**config.mk**
```make
export PLATFORM = sky130hd
export DESIGN_NAME = id_stage_pipe
export DESIGN_NICKNAME = d
export VERILOG_FILES = /design/src/rtl/id_stage_pipe.sv
export SDC_FILE = /design/constraint.sdc
export NUM_CORES = 1
export LEC_CHECK = 0
export BUFFER_PORTS_ARGS = -buffer_cell sky130_fd_sc_hd__buf_2
export CORE_MARGIN = 8
export CORE_UTILIZATION = 50
export CTS_CLUSTER_SIZE = 25
export DETAILED_ROUTE_END_ITERATION = 10
export PLACE_DENSITY = 0.81
export SLEW_MARGIN = 15
export SYNTH_ARGS = -nofsm -noshare
export SYNTH_HDL_FRONTEND = slang
export SYNTH_SLANG_ARGS = --single-unit
```
**constraint.sdc**
```tcl
create_clock -name clk -period 2.25 [get_ports clk]
set_clock_uncertainty 0.2 [all_clocks]
set_input_delay 0.225 -clock clk [delete_from_list [all_inputs] [get_ports clk]]
set_output_delay 0.225 -clock clk [all_outputs]
set_load 0.03 [all_outputs]
```
**src/rtl/id_stage_pipe.sv**
```systemverilog
// Purpose: WISC-16 decode stage with register file, decoder, immediate extender, load-use detector and the ID/EX register.
// Latency: 1 cycle IF/ID -> ID/EX; a load-use hazard inserts exactly one bubble.
// Backpressure: id_stall holds IF/ID on ex_stall or load-use (hazard term masked by flush); ID/EX holds under ex_stall and refreshes held operands from WB.
//
// Ports: clk/rst_n (async active-low); in_valid/in_instr/in_pc from IF/ID; flush, ex_stall from later stages;
//        wb_we/wb_rd/wb_data writeback port; id_stall (comb) to IF/ID; out_* registered ID/EX fields to EX.
module id_stage_pipe #(
    parameter int  DATA_W   = 16,
    parameter int  NUM_REGS = 16,
    parameter int  BYPASS   = 1,
    parameter int  R0_ZERO  = 1,
    localparam int AW       = $clog2(NUM_REGS)
) (
    input  logic              clk,
    input  logic              rst_n,
    input  logic              in_valid,
    input  logic [15:0]       in_instr,
    input  logic [DATA_W-1:0] in_pc,
    input  logic              flush,
    input  logic              ex_stall,
    input  logic              wb_we,
    input  logic [AW-1:0]     wb_rd,
    input  logic [DATA_W-1:0] wb_data,
    output logic              id_stall,
    output logic              out_valid,
    output logic [3:0]        out_op,
    output logic [AW-1:0]     out_rs_idx,
    output logic [AW-1:0]     out_rt_idx,
    output logic [AW-1:0]     out_rd,
    output logic [DATA_W-1:0] out_rs_data,
    output logic [DATA_W-1:0] out_rt_data,
    output logic [DATA_W-1:0] out_imm,
    output logic [DATA_W-1:0] out_pc,
    output logic              out_reg_write,
    output logic              out_mem_read,
    output logic              out_mem_write
);

    localparam logic [3:0] OP_LW   = 4'h8;
    localparam logic [3:0] OP_SW   = 4'h9;
    localparam logic [3:0] OP_LHB  = 4'hA;
    localparam logic [3:0] OP_LLB  = 4'hB;
    localparam logic [3:0] OP_BR   = 4'hC;
    localparam logic [3:0] OP_CALL = 4'hD;
    localparam logic [3:0] OP_RET  = 4'hE;
    localparam logic [3:0] OP_HALT = 4'hF;

    // ---------------- instruction fields and immediates ----------------
    logic [3:0]        w_op;
    logic [AW-1:0]     w_fd;
    logic [AW-1:0]     w_fs;
    logic [AW-1:0]     w_ft;
    logic [DATA_W-1:0] w_imm4_s;
    logic [DATA_W-1:0] w_imm8_z;
    logic [DATA_W-1:0] w_imm9_s;
    logic [DATA_W-1:0] w_imm12_s;

    assign w_op      = in_instr[15:12];
    assign w_fd      = in_instr[8 +: AW];
    assign w_fs      = in_instr[4 +: AW];
    assign w_ft      = in_instr[0 +: AW];
    assign w_imm4_s  = {{(DATA_W-4){in_instr[3]}}, in_instr[3:0]};
    assign w_imm8_z  = {{(DATA_W-8){1'b0}}, in_instr[7:0]};
    assign w_imm9_s  = {{(DATA_W-9){in_instr[8]}}, in_instr[8:0]};
    assign w_imm12_s = {{(DATA_W-12){in_instr[11]}}, in_instr[11:0]};

    // ---------------- decoder ----------------
    logic [AW-1:0]     w_rs_idx;
    logic [AW-1:0]     w_rt_idx;
    logic [AW-1:0]     w_rd;
    logic              w_rs_used;
    logic              w_rt_used;
    logic              w_reg_write;
    logic              w_mem_read;
    logic              w_mem_write;
    logic [DATA_W-1:0] w_imm;

    // Unused read ports stay at index 0; out_rd is 0 for ops that write nothing.
    always_comb begin
        w_rs_idx    = '0;
        w_rt_idx    = '0;
        w_rd        = '0;
        w_rs_used   = 1'b0;
        w_rt_used   = 1'b0;
        w_reg_write = 1'b0;
        w_mem_read  = 1'b0;
        w_mem_write = 1'b0;
        w_imm       = '0;
        case (w_op)
            OP_LW: begin
                w_rs_idx    = w_fs;
                w_rs_used   = 1'b1;
                w_rd        = w_fd;
                w_reg_write = 1'b1;
                w_mem_read  = 1'b1;
                w_imm       = w_imm4_s;
            end
            OP_SW: begin
                // store data register sits in [11:8] and travels on the rt port
                w_rs_idx    = w_fs;
                w_rs_used   = 1'b1;
                w_rt_idx    = w_fd;
                w_rt_used   = 1'b1;
                w_mem_write = 1'b1;
                w_imm       = w_imm4_s;
            end
            OP_LHB: begin
                // LHB keeps the low byte of rd, so rd is also read on the rt port
                w_rt_idx    = w_fd;
                w_rt_used   = 1'b1;
                w_rd        = w_fd;
                w_reg_write = 1'b1;
                w_imm       = w_imm8_z;
            end
            OP_LLB: begin
                w_rd        = w_fd;
                w_reg_write = 1'b1;
                w_imm       = w_imm8_z;
            end
            OP_BR:   w_imm = w_imm9_s;
            OP_CALL: w_imm = w_imm12_s;
            OP_RET, OP_HALT: begin
                w_imm = '0;
            end
            default: begin
                // ALU ops 0-7
                w_rs_idx    = w_fs;
                w_rs_used   = 1'b1;
                w_rt_idx    = w_ft;
                w_rt_used   = 1'b1;
                w_rd        = w_fd;
                w_reg_write = 1'b1;
                w_imm       = w_imm4_s;
            end
        endcase
    end

    // ---------------- register file ----------------
    logic [DATA_W-1:0] r_regs [NUM_REGS];
    logic              w_wb_wr;
    logic [DATA_W-1:0] w_rs_data;
    logic [DATA_W-1:0] w_rt_data;

    // With R0_ZERO, R0 is never written and resets to 0, so it always reads 0
    // without any special-case read logic (the bypass also skips R0).
    assign w_wb_wr = wb_we && !((R0_ZERO != 0) && (wb_rd == '0));

    always_ff @(posedge clk or negedge rst_n) begin
        if (!rst_n) begin
            for (int i = 0; i < NUM_REGS; i++) r_regs[i] <= '0;
        end else if (w_wb_wr) begin
            r_regs[wb_rd] <= wb_data;
        end
    end

    always_comb begin
        w_rs_data = r_regs[w_rs_idx];
        w_rt_data = r_regs[w_rt_idx];
        if ((BYPASS != 0) && w_wb_wr) begin
            if (wb_rd == w_rs_idx) w_rs_data = wb_data;
            if (wb_rd == w_rt_idx) w_rt_data = wb_data;
        end
    end

    // ---------------- ID/EX register ----------------
    logic              r_valid;
    logic [3:0]        r_op;
    logic [AW-1:0]     r_rs_idx;
    logic [AW-1:0]     r_rt_idx;
    logic [AW-1:0]     r_rd;
    logic              r_rs_used;
    logic              r_rt_used;
    logic [DATA_W-1:0] r_rs_data;
    logic [DATA_W-1:0] r_rt_data;
    logic [DATA_W-1:0] r_imm;
    logic [DATA_W-1:0] r_pc;
    logic              r_reg_write;
    logic              r_mem_read;
    logic              r_mem_write;

    // ---------------- load-use hazard ----------------
    logic w_rd_hit;
    logic w_haz;

    assign w_rd_hit = (w_rs_used && (w_rs_idx == r_rd)) || (w_rt_used && (w_rt_idx == r_rd));
    assign w_haz    = in_valid && r_valid && r_mem_read && w_rd_hit
                      && !((R0_ZERO != 0) && (r_rd == '0));
    assign id_stall = ex_stall || (w_haz && !flush);

    // A held instruction would otherwise miss a WB write that lands while EX is stalled.
    logic w_ref_rs;
    logic w_ref_rt;

    assign w_ref_rs = w_wb_wr && r_rs_used && (wb_rd == r_rs_idx);
    assign w_ref_rt = w_wb_wr && r_rt_used && (wb_rd == r_rt_idx);

    always_ff @(posedge clk or negedge rst_n) begin
        if (!rst_n) begin
            r_valid     <= 1'b0;
            r_op        <= '0;
            r_rs_idx    <= '0;
            r_rt_idx    <= '0;
            r_rd        <= '0;
            r_rs_used   <= 1'b0;
            r_rt_used   <= 1'b0;
            r_rs_data   <= '0;
            r_rt_data   <= '0;
            r_imm       <= '0;
            r_pc        <= '0;
            r_reg_write <= 1'b0;
            r_mem_read  <= 1'b0;
            r_mem_write <= 1'b0;
        end else if (flush) begin
            r_valid     <= 1'b0;
            r_reg_write <= 1'b0;
            r_mem_read  <= 1'b0;
            r_mem_write <= 1'b0;
        end else if (ex_stall) begin
            if (w_ref_rs) r_rs_data <= wb_data;
            if (w_ref_rt) r_rt_data <= wb_data;
        end else if (w_haz) begin
            // bubble; IF/ID is held and re-decoded next cycle
            r_valid     <= 1'b0;
            r_reg_write <= 1'b0;
            r_mem_read  <= 1'b0;
            r_mem_write <= 1'b0;
        end else begin
            r_valid     <= in_valid;
            r_op        <= w_op;
            r_rs_idx    <= w_rs_idx;
            r_rt_idx    <= w_rt_idx;
            r_rd        <= w_rd;
            r_rs_used   <= w_rs_used;
            r_rt_used   <= w_rt_used;
            r_rs_data   <= w_rs_data;
            r_rt_data   <= w_rt_data;
            r_imm       <= w_imm;
            r_pc        <= in_pc;
            r_reg_write <= w_reg_write && in_valid;
            r_mem_read  <= w_mem_read && in_valid;
            r_mem_write <= w_mem_write && in_valid;
        end
    end

    assign out_valid     = r_valid;
    assign out_op        = r_op;
    assign out_rs_idx    = r_rs_idx;
    assign out_rt_idx    = r_rt_idx;
    assign out_rd        = r_rd;
    assign out_rs_data   = r_rs_data;
    assign out_rt_data   = r_rt_data;
    assign out_imm       = r_imm;
    assign out_pc        = r_pc;
    assign out_reg_write = r_reg_write;
    assign out_mem_read  = r_mem_read;
    assign out_mem_write = r_mem_write;

endmodule

```
==> out/results.tsv <==
metric	value	unit
status	finished with violations	
violations	negative setup slack	
reg2reg_slack	-0.22	ns
overflow	0	
gp_congestion	0.941	
detailed_place_hpwl	38300	um
wirelength	61000	um
synthTopCellsByArea	dfrtp_1 47%, mux2_2 20%, mux2i_1 6.0%	
yosys.area.top_type_share	46.7	%
fmax	393	MHz
clk_pin_slew	0.06	ns
cts_max_level	2	
multi_input_area	0.00925	mm2
fp.coreArea	0.0357	mm2
grt_max_degree	72	
crit_chain	xor2_1 > o32ai_2 > a41oi_2 > buf_4 > o31ai_4 > buf_6	
seq_area_frac_synth	46.7	%
wire_per_inst	24.6	um
cts_made_buffers	35	
worst_r2r_endpoint	out_rt_data[7]$_DFFE_PN0P_	
synth_cell_types	50	
dr_total_vias	15900	
p_per_area	850	mW/mm2
finalCritPeriodShare	113	%
route.detailed.drc	0	
antenna_left	0	
clock_latency	0.52	ns
rr_startpoint	out_rd[3]$_DFFE_PN0P_	
yosys.area.top_type	dfrtp_1	
dp_slack	-0.476	ns
start_util	50.8	%
yosysMostFrequentCell	dfrtp_1	
ff_latch_area	0.00846	mm2
clockRootBuffer	clkbuf_16	
cp.arrival	2.12	ns
hold_class	input port to flop	
hold_path_depth	2	
crit_slowest_cell	dfrtp_2	
maxCapViolations	0	
antenna_found_initial	3	
irDropWorstVdd	0.538	mV
min_period	2.54	ns
stdcell_area	0.0228	mm2
rsz0062_at_grt	yes	
vias_per_cell	6.40	
synth_commonest_cells	338 x dfrtp_1, 317 x mux2_2, 242 x nand2_1	
dieWidth	206	um
synth-warning-count	0	
cts_tree	done	
ys_ff_latch	338	
ioPinCount	143	
synth_nets	1806	
worst-slew-pin-transition	0.703	ns
nFillCells	2518	
drv_slew	0	
fp.dieH	206	um
slew_headroom	52.9	%
grt.total_usage	27.8	%
synth_cells	1748	
worstSetupStartpointType	flop	
required	1.82	ns
synth_edf_count	0	
ys.flop_type	dfrtp_1	
drive_gt1_share	38.1	%
setup_viol	63	
r2r_cells	7	
dpl_cell_area	0.0207	mm2
crit_type	flop to output pin	
finalWorstSetupSlack	-0.294	ns
min_to	r_regs[211]$_DFFE_PN0P_	
grt_pass1_wl	92100	um
slowest_delay	0.45	ns
area_growth	25.7	%
cts_buffer_depth	3	
nets	2052	
avgSynthCellArea	10.4	um2
synth_area	0.0181	mm2
grt_pass1_vias	16200	
rows	69	
synth-async-reset-ratio	100	%
die_area	0.0426	mm2
port_buffers	142	
hold_viol	0	
path_max_fanout	5	
total_leakage_power	0.0102	uW
first_iter_violations	1695	
drt-pass1-iter-count	5	
cts.sinks	338	
hold_start	wb_data[3]	
cp-end-kind	output pin	
[layout by cell type (no fill, tap or decap), drive strengths merged, types with 50 or more instances in the layout]
| cell | Yosys | final |
|---|---|---|
| mux2 | 337 | 337 |
| o21ai | 76 | 76 |
| nand2 | 242 | 242 |
| nor2 | 68 | 68 |
| nand3 | 73 | 73 |
| buf | 38 | 323 |
| a31oi | 50 | 50 |
| dfrtp | 338 | 338 |
| a21oi | 126 | 126 |
| mux2i | 109 | 109 |
| clkbuf | 127 | 57 |
[state kept, by name (all words and copies together) (netlist names), 4 cells and up]
signal	cells
out_rt_data	16
out_rt_idx	4
out_rd	4
out_rs_data	16
r_regs	256
out_pc	16
out_imm	12
out_rs_idx	4
out_op	4
[metrics by stage]
stage          cells  setup TNS [ns]  hold slack [ns]  utilization [%]  total power [uW]
2_1_floorplan   1748          -10.15           -0.271                -             11300
5_1_grt         2477          -11.36           0.0414             63.9             20100
6_report        2477           -8.07           0.0384             63.9             19400
4_1_cts         2462           -5.12          0.00610             62.9             19200
3_5_place_dp    2358          -14.28          -0.0706             58.0             13100
3_3_place_gp    2358          -10.87          -0.0731             58.0             12800
[critical path: cells and delay by family, from the launching register on]
| family | cells | cell delay (ns) |
|---|---|---|
| AOI/OAI and AO/OA | 3 | 0.64 |
| xor gates and xnor gates | 1 | 0.16 |
| buffers and inverters | 2 | 0.35 |
| DFF | 1 | 0.45 |
[report_power, final]
group / leakage [uW] / internal, uW / switching [uW]
Sequential: 0.00418 / 7330 / 1090
Combinational: 0.00547 / 2420 / 2610
Clock: 0.000577 / 3540 / 2390
Total: 0.0102 / 13300 / 6090
[layout make-up]
class / count / area share, %
inverter: 5 / 0.0824
clock inverter: 6 / 0.368
tap: 461 / 2.53
sequential: 338 / 37.1
clock buffer: 51 / 4.73
multi-input combinational: 1240 / 40.6
antenna: 2 / 0.0220
timing repair buffer: 374 / 14.6
[layer usage]
layer  wire (um)  vias to the layer above  GRT usage, %
met3        5760                      304          6.19
met4        4350                        2          18.1
li1            -                     6709             -
met1       22500                     7844          33.2
met5          17                        -             0
met2       28300                      992          45.1
[cell families after synthesis]
logic type | share of synthesized area, %
AO/OA/AOI/OAI | 11.0
XOR/XNOR | 1.33
buffers and inverters | 3.93
flip-flops | 46.7
multiplexers | 26.9
AND/OR/NAND/NOR | 10.1
[how the worst max path moves through the flow]
stage,from,endpoint
global route,out_rd[3]$_DFFE_PN0P_,id_stall
floorplan,out_rd[3]$_DFFE_PN0P_,out_rs_data[10]$_DFFE_PN0P_
global placement,in_instr[12],out_rt_data[10]$_DFFE_PN0P_
CTS,out_rd[3]$_DFFE_PN0P_,id_stall
detailed placement,in_instr[12],out_rt_data[6]$_DFFE_PN0P_
finish,out_rd[3]$_DFFE_PN0P_,id_stall
[what timing repair did]
action | CTS | global route
gates resized for setup | 25 | 67
endpoints found under the setup margin | 36 | 81
hold endpoints to repair | 500 | 0
cloned | 0 | 9
setup buffers | 1 | 6
pin swaps | 1 | 17
hold buffers | 46 | 0
(Power assumes the default switching activity.)
